### config.mk
export PLATFORM = sky130hd
export DESIGN_NAME = muldiv_unit
export DESIGN_NICKNAME = d
export VERILOG_FILES = /design/src/rtl/muldiv_unit.sv
export SDC_FILE = /design/constraint.sdc
export NUM_CORES = 1
export LEC_CHECK = 0
export BUFFER_PORTS_ARGS = -buffer_cell sky130_fd_sc_hd__buf_2
export CORE_MARGIN = 5
export CORE_UTILIZATION = 55
export DETAILED_ROUTE_END_ITERATION = 16
export GPL_TIMING_DRIVEN = 0
export HOLD_SLACK_MARGIN = 0.08
export PLACE_DENSITY = 0.86
export SYNTH_ARGS = -nofsm -noshare
export SYNTH_HDL_FRONTEND = slang
export SYNTH_SLANG_ARGS = --single-unit
export TNS_END_PERCENT = 30
### constraint.sdc
create_clock -name clk -period 3.55 [get_ports clk]
set_clock_uncertainty 0.15 [all_clocks]
set_input_delay 0.1775 -clock clk [delete_from_list [all_inputs] [get_ports clk]]
set_output_delay 0.1775 -clock clk [all_outputs]
set_load 0.01 [all_outputs]
### src/rtl/muldiv_unit.sv
// rtl/muldiv_unit.sv - iterative RV32M multiply/divide unit
//
// Purpose:
//   One request at a time. Operands are reduced to magnitudes when the request
//   is accepted. The unit then runs one shift-add multiply step or one restoring
//   divide step per cycle for D_WIDTH cycles. The sign is restored on the way
//   into DONE, where the result is held until it is consumed or killed.
//   Divide by zero and signed overflow skip the iterations, giving latency 1.
//
// Configuration macro:
//   MULDIV_DIV_EN - compiles in the divider datapath.
//                   When undefined, ops 100-111 complete with result 0, err 1.
//
// Ports:
//   clk        clock, rising edge
//   rst_n      asynchronous active-low reset
//   in_valid   request present
//   in_ready   unit idle and able to accept
//   op         RV32M funct3
//   opa, opb   operands (rs1, rs2)
//   kill       abort the operation in BUSY or DONE
//   out_valid  result present (DONE)
//   out_ready  consumer takes the result
//   result     operation result
//   err        unsupported-op flag, qualified by out_valid

module muldiv_unit #(
  parameter int D_WIDTH = 32
) (
  input  logic               clk,
  input  logic               rst_n,
  input  logic               in_valid,
  output logic               in_ready,
  input  logic [2:0]         op,
  input  logic [D_WIDTH-1:0] opa,
  input  logic [D_WIDTH-1:0] opb,
  input  logic               kill,
  output logic               out_valid,
  input  logic               out_ready,
  output logic [D_WIDTH-1:0] result,
  output logic               err
);

  localparam int W  = D_WIDTH;
  localparam int CW = $clog2(W) + 1;
  localparam logic [CW-1:0] LAST = CW'(W);

  localparam logic [2:0] OP_MUL    = 3'b000;
  localparam logic [2:0] OP_MULH   = 3'b001;
  localparam logic [2:0] OP_MULHSU = 3'b010;
  localparam logic [2:0] OP_DIV    = 3'b100;
  localparam logic [2:0] OP_REM    = 3'b110;

`ifdef MULDIV_DIV_EN
  localparam logic [W-1:0] MIN_VAL = {1'b1, {(W-1){1'b0}}};
`endif

  typedef enum logic [1:0] {IDLE, BUSY, DONE} state_t;

  state_t state, state_nxt;

  logic [CW-1:0] cnt;
  logic [2:0]    op_q;
  // hi_q:lo_q is the running product, or the remainder and the quotient.
  // mc_q is the multiplicand, or the divisor.
  logic [W-1:0]  hi_q, lo_q, mc_q;
  logic          neg_q;
  logic          fast_q;
  logic          fast_err_q;
`ifdef MULDIV_DIV_EN
  logic          neg_rem_q;
`endif

  logic accept;
  logic finish;

  // ------------------------------------------------------------------
  // Accept-side operand conditioning
  // ------------------------------------------------------------------
  logic         a_signed, b_signed, a_neg, b_neg;
  logic [W-1:0] a_mag, b_mag;
  logic         fast_in, fast_err_in;
  logic [W-1:0] fast_res_in;

  always_comb begin
    a_signed = (op == OP_MULH) || (op == OP_MULHSU) || (op == OP_DIV) || (op == OP_REM);
    b_signed = (op == OP_MULH) || (op == OP_DIV) || (op == OP_REM);
    a_neg    = a_signed & opa[W-1];
    b_neg    = b_signed & opb[W-1];
    a_mag    = a_neg ? -opa : opa;
    b_mag    = b_neg ? -opb : opb;

    fast_in     = 1'b0;
    fast_err_in = 1'b0;
    fast_res_in = '0;
`ifdef MULDIV_DIV_EN
    if (op[2]) begin
      if (opb == '0) begin
        fast_in     = 1'b1;
        fast_res_in = op[1] ? opa : '1;
      end else if (!op[0] && (opa == MIN_VAL) && (opb == '1)) begin
        fast_in     = 1'b1;
        fast_res_in = op[1] ? '0 : MIN_VAL;
      end
    end
`else
    if (op[2]) begin
      fast_in     = 1'b1;
      fast_err_in = 1'b1;
    end
`endif
  end

  // ------------------------------------------------------------------
  // One iteration step
  // ------------------------------------------------------------------
  logic [W:0]   mul_sum;
  logic [W-1:0] hi_step, lo_step;
`ifdef MULDIV_DIV_EN
  logic [W:0]   div_sh, div_diff;
`endif

  always_comb begin
    // Shift-add: the multiplier sits in lo_q and shifts out LSB first, while the
    // product grows into hi_q. The adder carry becomes the new top bit.
    mul_sum = {1'b0, hi_q} + (lo_q[0] ? {1'b0, mc_q} : '0);
    hi_step = mul_sum[W:1];
    lo_step = {mul_sum[0], lo_q[W-1:1]};
`ifdef MULDIV_DIV_EN
    // Restoring divide: the dividend shifts from lo_q into the remainder, and
    // quotient bits fill lo_q from the bottom. Bit W of the trial difference
    // is the borrow, because the shifted remainder is below 2*divisor.
    div_sh   = {hi_q, lo_q[W-1]};
    div_diff = div_sh - {1'b0, mc_q};
    if (op_q[2]) begin
      hi_step = div_diff[W] ? div_sh[W-1:0] : div_diff[W-1:0];
      lo_step = {lo_q[W-2:0], ~div_diff[W]};
    end
`endif
  end

  // ------------------------------------------------------------------
  // Sign correction applied on entry to DONE
  // ------------------------------------------------------------------
  logic [2*W-1:0] prod, prod_fix;
  logic [W-1:0]   fin_res;

  always_comb begin
    prod     = {hi_q, lo_q};
    prod_fix = neg_q ? -prod : prod;
    fin_res  = (op_q == OP_MUL) ? prod_fix[W-1:0] : prod_fix[2*W-1:W];
`ifdef MULDIV_DIV_EN
    if (op_q[2]) begin
      fin_res = op_q[1] ? (neg_rem_q ? -hi_q : hi_q) : (neg_q ? -lo_q : lo_q);
    end
`endif
  end

  // ------------------------------------------------------------------
  // Control FSM
  // ------------------------------------------------------------------
  always_ff @(posedge clk or negedge rst_n) begin
    if (!rst_n) begin
      state <= IDLE;
    end else begin
      state <= state_nxt;
    end
  end

  always_comb begin
    state_nxt = state;
    in_ready  = 1'b0;
    out_valid = 1'b0;
    case (state)
      IDLE: begin
        in_ready = 1'b1;
        if (in_valid) state_nxt = BUSY;
      end
      BUSY: begin
        if (kill)                        state_nxt = IDLE;
        else if (fast_q || cnt == LAST)  state_nxt = DONE;
      end
      DONE: begin
        out_valid = 1'b1;
        if (kill || out_ready) state_nxt = IDLE;
      end
      default: state_nxt = IDLE;
    endcase
  end

  assign accept = in_valid && in_ready;
  assign finish = (state == BUSY) && (state_nxt == DONE);

  // ------------------------------------------------------------------
  // Datapath registers
  // ------------------------------------------------------------------
  always_ff @(posedge clk or negedge rst_n) begin
    if (!rst_n) begin
      cnt        <= '0;
      op_q       <= '0;
      hi_q       <= '0;
      lo_q       <= '0;
      mc_q       <= '0;
      neg_q      <= 1'b0;
      fast_q     <= 1'b0;
      fast_err_q <= 1'b0;
`ifdef MULDIV_DIV_EN
      neg_rem_q  <= 1'b0;
`endif
      result     <= '0;
      err        <= 1'b0;
    end else begin
      if (accept) begin
        op_q       <= op;
        cnt        <= '0;
        hi_q       <= '0;
        neg_q      <= a_neg ^ b_neg;
        fast_q     <= fast_in;
        fast_err_q <= fast_err_in;
`ifdef MULDIV_DIV_EN
        neg_rem_q  <= a_neg;
`endif
        if (op[2]) begin
          mc_q <= b_mag;
          lo_q <= a_mag;
        end else begin
          mc_q <= a_mag;
          lo_q <= b_mag;
        end
        // The fast-path result travels in lo_q to the DONE transition.
        if (fast_in) lo_q <= fast_res_in;
      end else if ((state == BUSY) && !kill && !finish) begin
        hi_q <= hi_step;
        lo_q <= lo_step;
        cnt  <= cnt + 1'b1;
      end

      if (finish) begin
        result <= fast_q ? lo_q : fin_res;
        err    <= fast_err_q;
      end
    end
  end

endmodule

Word-level counts from Yosys, hierarchy flattened --
Index checks and enable logic that the tools add are counted.
Operators by class: bitwise gates (word level) 3, reductions and logical operators 16, $mul 0, div/mod/pow operators 0, eq/ne operators 8, muxes and demuxes 23, order comparisons 0, shift-type cells 0, add/sub/neg operators 5
Operators with widths (number):
- $mux 32 | 12
- $mux 64 | 1
- $neg 32->32 | 2
- $neg 64->64 | 1
- $add 32x32->33 | 1
- $mux 6 | 2
- $mux 2 | 4
- $logic_or 1x1->1 | 7
- $add 6x1->6 const B | 1
- $eq 3x3->1 const B | 2
- $eq 6x6->1 const B | 1
- $pmux 2 s3 | 1
- $eq 2x2->1 const B | 2
- $logic_and 1x1->1 | 4
- $eq 3x1->1 const B | 1
- $eq 3x2->1 const B | 1
- $logic_not 3->1 | 1
- $mux 1 | 3
- $and 1x1->1 | 2
- $eq 2x1->1 const B | 1
- $logic_not 1->1 | 2
- $logic_not 2->1 | 1
- $reduce_bool 2->1 | 1
- $xor 1x1->1 | 1
Word-level totals: logic and storage cells 65, memories kept 0, bits in latches 0, output and inout port bits 35, bits in writable memories 0, bits in registers 142, memory bits (read-only) 0, input port bits 72

Depth between registers and ports, before layout --
Gate-level depths: netlist of run 1.
depth in word-level cells 11, depth in mapped cells 13, gate-level depth less buffers 11

Worst setup path before layout of run 1 --
OpenSTA, ideal clock, no wires.
kind register -> register, start reg lo_q[0], end reg hi_q[25], arrival time 3.044 ns, period minus slack after synthesis 3.316 ns, library setup time 0.122 ns, data required time 3.278 ns, path slack 0.234 ns, stages on the path, launching flop included 13, buffers on the path 3, path through dfrtp_1 > clkbuf_1 > clkbuf_1 > and2_1 > ha_1 > clkbuf_1 > nand3_1 > or2_2 > a211oi_1 > o21ai_0 > a2111oi_0 > o21ai_0 > a32o_1
On the way: longest elaborated chain between the ends 4
RTL lines:
- start, declared | line 66 | logic [W-1:0] hi_q, lo_q, mc_q;
- start signal, assigned | line 225 | lo_q <= a_mag;
- start signal, assigned | line 228 | lo_q <= b_mag;
- start signal, assigned | line 231 | if (fast_in) lo_q <= fast_res_in;
- $mux 32 | line 126 | mul_sum = {1'b0, hi_q} + (lo_q[0] ? {1'b0, mc_q} : '0);
- $add 32x32->33 | line 126
- $mux 32 | line 232 | end else if ((state == BUSY) && !kill && !finish) begin
- $mux 32 | line 213 | if (accept) begin
- end signal, assigned | line 233 | hi_q <= hi_step;
- end, declared | line 66
Every way passes these cells. The select of a mux whose other input is x is not followed. A chain may end at the register's enable or synchronous reset.

Worst setup path after layout of run 1 --
start reg lo_q[17], end reg result[30]
On the way: longest elaborated chain between the ends 4
RTL lines:
- $neg 64->64 | line 150 | prod_fix = neg_q ? -prod : prod;
- $mux 64 | line 150
- $mux 32 | line 151 | fin_res = (op_q == OP_MUL) ? prod_fix[W-1:0] : prod_fix[2*W-1:W];
- $mux 32 | line 239 | result <= fast_q ? lo_q : fin_res;
- end signal, assigned | line 239
- end, declared | line 40 | output logic [D_WIDTH-1:0] result,
Every way passes these cells.

==> flow_summary.yaml, run 1 <==
logic_synthesis:
  netlist_area_um2: 11200
  synth-async-reset-ratio: 1.00
  ys_types: 73
  synth_fp_nets: 1504
  yosysWarnings: 0
  synth-seq-cells: 141
  synth_edf_count: 0
  yosysSeqAreaShare: 0.316
  netlist_instances: 1394
  postSynthAreaPerCell_um2: 8.00
  synthFlopType: "dfrtp_1"
cts:
  clockRootBuffer: "clkbuf_16"
  path_clk_slew_ps: 80
  cts_tree: "done"
  numCtsBuffers: 17
  clock_tree.htree_level_count: 4
  clock-sinks: 141
  cts_max_path_buffers: 2
  clk_latency_ps: 450
final_layout:
  final_layout_size_suffix_gt1_frac: 0.120
  seq_area_um2: 3530
  final_nets: 1684
  nFillCells: 1674
  n_antenna_cell: 0
  final_cell_mix: "nand2_1 (154), dfrtp_1 (139), o21ai_0 (122), buf_2 (108), nor2_1 (101)"
  multi_input_area_um2: 7210
  final_util: 0.661
  area_delta_synth_final_pct: 19.1
  final_cells: 1857
  final_common_cell: "nand2_1"
detailed_routing:
  first_iter_violations: 1612
  via_per_inst: 6.66
  routedWlPerCell_um: 23.3
  wirelength_mm: 43.4
  drt_pass1_iterations: 6
  vias: 12400
  ant_nets: 0
  drc_errors: 0
floorplan:
  top_level_ports: 107
  die_x_um: 152
  die_h_um: 152
  dieArea_um2: 23200
  core_um2: 20100
  placementRows: 52
  initial_core_util: 0.555
pwr:
  power_density_nw_per_um2: 897
  leakagePower_uw: 0.00578
  clockPowerShare: 0.160
  p_seq_frac: 0.273
  pwr-share-comb: 0.567
  p_sw_frac: 0.521
  ir_worst_vdd_mv: 0.447
  p_int_uw: 5710
  power_uw: 11900
  p_switching_uw: 6210
sta:
  setup_violations: 0
  period_needed_ps: 3540
  maxSlewHeadroom: 0.237
  rsz0062_at_grt: "yes"
  finalMaxSlewViolations: 0
  finalHoldViolCount: 0
  tightest_slew_ps: 1140
  timing.final.crit_share: 0.996
  max_freq_ghz: 0.283
  fin_ws_ps: 14.4
place:
  gp_congestion: 1.05
  pre_cts_slack_ps: -649
  numPortBuffers: 106
  dpl.hpwl_mm: 32.5
  numPlacedInstances: 1771
worst_setup_path:
  path_max_fanout: 10
  cp_data_required_time_ps: 3740
  path_buf_inv: 2
  crit_path_max_incr_delay_ps: 530
  endpoint_kind: "register"
  crit_path_start_kind: "register"
  slowest_stage: "or4_4"
  path_delay_family: "simple AND/OR/NAND/NOR gates"
  critPathArrivalTime_ps: 3730
  crit_path_cell_trace: "clkbuf_1, or4_4, nor4_2, buf_4, nand4_1, o41ai_2, xor2_1, o221ai_1, mux2_2"
  path_class: "reg -> reg"
flow_run:
  max-cap-violations: 0
grt:
  overflow: 0
  grt_use_total: 0.362
  grt_first_pass_wirelength_mm: 66.2
  grt_max_degree: 93
  grt_pass1_vias: 11600
  antenna_found_initial: 0
status:
  outcome: "finished, final reports clean"
hold_path:
  min_path_type: "in -> reg"
## final timing paths
check / startpoint / endpoint / slack, ps / cells after the start
worst min register to register: result[8]$_DFFE_PN0P_ / result[8]$_DFFE_PN0P_ / 320 / 2
worst min-delay path: opa[13] / mc_q[13]$_DFFE_PN0P_ / 80 / 4
worst max-delay path: lo_q[17]$_DFFE_PN0P_ / result[30]$_DFFE_PN0P_ / 10 / 9
worst max register to register: lo_q[17]$_DFFE_PN0P_ / result[30]$_DFFE_PN0P_ / 10 / 9
min in group asynchronous: rst_n / result[12]$_DFFE_PN0P_ / 90 / 2
max in group asynchronous: rst_n / lo_q[0]$_DFFE_PN0P_ / 2310 / 3
## worst register-to-register path: stages (launching register included)
cell and delay [ps]:
dfrtp_1 360, clkbuf_1 260, or4_4 530, nor4_2 460, buf_4 270, nand4_1 250, o41ai_2 370, xor2_1 280
o221ai_1 190, mux2_2 300
## timing repair
| item | CTS | global route |
|---|---|---|
| hold buffers | 53 | 0 |
| pin swaps | 0 | 3 |
| setup endpoints to repair | 23 | 28 |
| hold endpoints to repair | 187 | 0 |
| gates resized for setup | 9 | 10 |
| setup buffers | 0 | 4 |
## final cells by class
class | instances | share of cell area
Tap cell | 270 | 0.0254
Clock buffer | 17 | 0.0320
Timing Repair Buffer | 164 | 0.0847
Multi-Input combinational cell | 1135 | 0.543
Clock inverter | 15 | 0.0149
Buffer | 84 | 0.0254
Inverter | 31 | 0.00876
Sequential cell | 141 | 0.266
## through the flow
stage	cell area [um^2]	hold WS, ps	setup TNS (ps)
3_5_place_dp	12100	4.13	-6110
3_3_place_gp	12000	299	-5720
5_1_grt	13300	80.6	-1380
6_report	13300	84.1	0
4_1_cts	13200	85.6	0
2_1_floorplan	11200	-268	0
## logic make-up (layout without fill, tap and decap cells)
kind of cell | count (synthesis) | in the layout | share of synthesized area
buffers and inverters | 118 | 311 | 0.0415
DFF | 141 | 141 | 0.316
AOI/OAI and AO/OA | 438 | 438 | 0.255
xor gates and xnor gates | 110 | 110 | 0.0864
adders and majority gates | 38 | 38 | 0.0433
and+or+nand+nor | 522 | 522 | 0.233
muxes | 27 | 27 | 0.0249
## Yosys cell counts (11+ instances only)
cell | instances | area share
o21ai_0 | 123 | 0.055
and2_1 | 34 | 0.019
o22ai_1 | 22 | 0.012
o221ai_1 | 16 | 0.013
nand4_1 | 12 | 0.0067
a22oi_1 | 13 | 0.0087
or4_1 | 16 | 0.011
o211ai_1 | 11 | 0.0074
nor4_1 | 19 | 0.011
a21oi_1 | 90 | 0.040
xor2_1 | 59 | 0.046
a21o_1 | 20 | 0.013
a31oi_1 | 15 | 0.0084
and3_1 | 15 | 0.0084
clkbuf_1 | 71 | 0.024
nand3_1 | 55 | 0.025
or3_1 | 26 | 0.015
o31ai_1 | 37 | 0.025
mux2i_1 | 21 | 0.019
ha_1 | 37 | 0.042
dfrtp_1 | 141 | 0.32
o41ai_1 | 15 | 0.012
nor2_1 | 101 | 0.034
inv_1 | 30 | 0.010
xnor2_1 | 51 | 0.040
nor3_1 | 42 | 0.019
nand2_1 | 154 | 0.052
## state kept, by name, indices dropped and copies added, names as in the netlist
name,count
hi_q,32
lo_q,32
mc_q,32
result,32
cnt,6
op_q,3
state,2
err,1
neg_q,1
## layer usage
| layer | part of all wire | up-vias | GRT usage |
|---|---|---|---|
| li1 | - | 5526 | - |
| met1 | 0.38 | 5851 | 0.468 |
| met2 | 0.44 | 828 | 0.565 |
| met3 | 0.11 | 167 | 0.0747 |
| met4 | 0.066 | 0 | 0.208 |
| met5 | 0 | - | 0 |
## power by group through the flow
stage                     sequential, uW  clock (uW)  combinational [uW]
after detailed placement            3200           0                6370
after CTS                           3200        1890                6500
after global placement              3170           0                6290
after floorplan                     2920           0                4350
final                               3260        1900                6760
after global routing                3310        1980                7250
Note: power is estimated with default switching activity, not from simulation.
==> run 2: changes to the inputs <==
--- a/config.mk
+++ b/config.mk
@@ -6,8 +6,10 @@
 export NUM_CORES = 1
 export LEC_CHECK = 0
 export BUFFER_PORTS_ARGS = -buffer_cell sky130_fd_sc_hd__buf_2
+export CELL_PAD_IN_SITES_DETAIL_PLACEMENT = 0
+export CELL_PAD_IN_SITES_GLOBAL_PLACEMENT = 1
 export CORE_MARGIN = 5
-export CORE_UTILIZATION = 55
+export CORE_UTILIZATION = 41
 export DETAILED_ROUTE_END_ITERATION = 16
 export GPL_TIMING_DRIVEN = 0
 export HOLD_SLACK_MARGIN = 0.08
==> run 2 against run 1 <==
Total power fell by 0.52%. Sequential power is essentially flat. Die area increased by 32%. Non-clock buffer count fell by 2. Sequential share of layout area is 0.18 points lower. Sequential cell count unchanged. Setup slack gained 63 ps. Critical path type is now in -> reg. Critical endpoint is now mc_q[30]$_DFFE_PN0P_. Largest power group unchanged.
==> flow_summary.yaml, run 2 (same netlist as run 1, synthesis figures left out) <==
pwr:
  p_int_uw: 5680
  p_switching_uw: 6180
  ir_worst_vdd_mv: 0.425
  clockPowerShare: 0.157
  p_sw_frac: 0.521
  power_density_nw_per_um2: 887
  leakagePower_uw: 0.00577
  p_seq_frac: 0.273
  pwr-share-comb: 0.569
sta:
  setup_violations: 0
  period_needed_ps: 3470
  maxSlewHeadroom: 0.350
  timing.final.crit_share: 0.978
  finalHoldViolCount: 0
  max_freq_ghz: 0.288
  tightest_slew_ps: 973
  rsz0062_at_grt: "yes"
  finalMaxSlewViolations: 0
final_layout:
  final_nets: 1682
  n_antenna_cell: 0
  final_cell_mix: "nand2_1 (154), dfrtp_1 (140), o21ai_0 (122), buf_2 (108), nor2_1 (101)"
  final_common_cell: "nand2_1"
  final_util: 0.497
  final_area_um2: 13400
  final_layout_size_suffix_gt1_frac: 0.122
  area_delta_synth_final_pct: 19.9
cts:
  clockRootBuffer: "clkbuf_16"
  numCtsBuffers: 17
  path_clk_slew_ps: 70
  clock_tree.htree_level_count: 4
  cts_tree: "done"
  clk_latency_ps: 440
  clock-sinks: 141
  cts_max_path_buffers: 2
worst_setup_path:
  endpoint_kind: "register"
  r2r_cells: 9
  r2r-end: "result[30]$_DFFE_PN0P_"
  critPathArrivalTime_ps: 3640
  cp-endpoint: "mc_q[30]$_DFFE_PN0P_"
  cp_data_required_time_ps: 3720
  path_max_fanout: 8
  r2r_start: "lo_q[17]$_DFFE_PN0P_"
  path_class: "in -> reg"
  r2r_slack_ps: 80
  slowest_stage: "dlygate4sd3_1"
  crit_path_cell_trace: "dlygate4sd3_1, buf_2, or4_4, or3_4, or4_4, buf_6, o31ai_4, xor2_2, o221ai_1, dlygate4sd3_1"
  crit_path_max_incr_delay_ps: 590
  crit_path_start_kind: "primary input"
  startpoint: "opb[10]"
grt:
  use_met3: 0.0446
  grt_pass1_vias: 11400
  antenna_found_initial: 1
  grt_use_total: 0.286
  use_met1: 0.397
  use_met2: 0.440
  grt_max_degree: 95
  overflow: 0
  busiest_layer: "met2"
  grt_first_pass_wirelength_mm: 68.0
detailed_routing:
  via_per_inst: 6.26
  drt_pass1_iterations: 5
  drc_errors: 0
  ant_nets: 0
  vias: 12100
  routedWlPerCell_um: 23.1
  wirelength_mm: 44.4
  first_iter_violations: 1358
floorplan:
  die_x_um: 175
  dieArea_um2: 30600
  core_um2: 26900
  top_level_ports: 107
  die_h_um: 175
  initial_core_util: 0.415
  placementRows: 60
hold_path:
  min_path_type: "in -> reg"
status:
  outcome: "finished, final reports clean"
place:
  gp_congestion: 1.01
  numPortBuffers: 106
  dpl.hpwl_mm: 34.1
  placed_cell_area_um2: 12100
flow_run:
  max-cap-violations: 0
[run 2: cell types whose count changed in the layout (fill, tap and decap cells not counted), sizes merged]
cell / delta
buf: -1
clkbuf: -1
clkinv: -4
clkinvlp: +3
inv: +1
[run 2: per-stage QoR]
| stage | power (uW) | instances | setup slack [ps] | hold slack, ps | setup TNS (ps) |
|---|---|---|---|---|---|
| after global placement | 9620 | 1841 | -755 | 298 | -8680 |
| after floorplan | 7270 | 1394 | 234 | -268 | 0 |
| final | 11900 | 1926 | 77.2 | 70.7 | 0 |
| after global routing | 12600 | 1926 | -57.3 | 88.1 | -281 |
| after CTS | 11600 | 1924 | -12.0 | 81.2 | -12.0 |
| after detailed placement | 9690 | 1842 | -798 | 0.961 | -9910 |
[run 2: worst max-delay path: cells and delay by family]
family / cells / cell delay (ps)
buffers and inverters: 4 / 1420
and+or+nand+nor: 3 / 1400
AOI/OAI and AO/OA: 2 / 410
xor gates and xnor gates: 1 / 230
[run 2: power groups by stage]
stage / clock (uW) / sequential [uW] / combinational [uW]
after CTS: 1880 / 3200 / 6560
after global placement: 0 / 3190 / 6430
after detailed placement: 0 / 3200 / 6480
after floorplan: 0 / 2920 / 4350
after global routing: 1970 / 3310 / 7330
final: 1860 / 3240 / 6750
[run 2: what timing repair did]
item / 4_1_cts / 5_1_grt
endpoints found under the setup margin: 34 / 36
hold buffers: 53 / 0
pin swaps: 0 / 1
cloned: 0 / 0
resized for setup: 10 / 21
hold endpoints to repair: 190 / 0
setup buffers: 0 / 2
[run 2: area by class of cell]
cell class	count	area, um^2
clock buffer	17	425
timing repair buffer	162	1110
clock inverter	15	169
sequential	141	3530
inverter	31	116
buffer	84	343
multi-input combinational	1135	7250
tap	341	427
fill	2643	13500
[run 2: per-layer routing]
layer	vias to the layer above	share of wire
met5	-	0
met1	5816	0.43
met2	614	0.44
met4	0	0.049
li1	5525	-
met3	105	0.088
[run 2: worst min-delay path by stage]
| stage | from | endpoint | slack [ps] | depth (start not counted) |
|---|---|---|---|---|
| 2_1_floorplan | rst_n | cnt[0]$_DFFE_PN0P_ | -270 | 0 |
| 3_3_place_gp | result[2]$_DFFE_PN0P_ | result[2]$_DFFE_PN0P_ | 300 | 2 |
| 3_5_place_dp | rst_n | result[19]$_DFFE_PN0P_ | 1 | 1 |
| 4_1_cts | opa[13] | mc_q[13]$_DFFE_PN0P_ | 80 | 4 |
| 5_1_grt | opb[26] | lo_q[26]$_DFFE_PN0P_ | 90 | 3 |
| 6_report | opa[13] | mc_q[13]$_DFFE_PN0P_ | 70 | 4 |
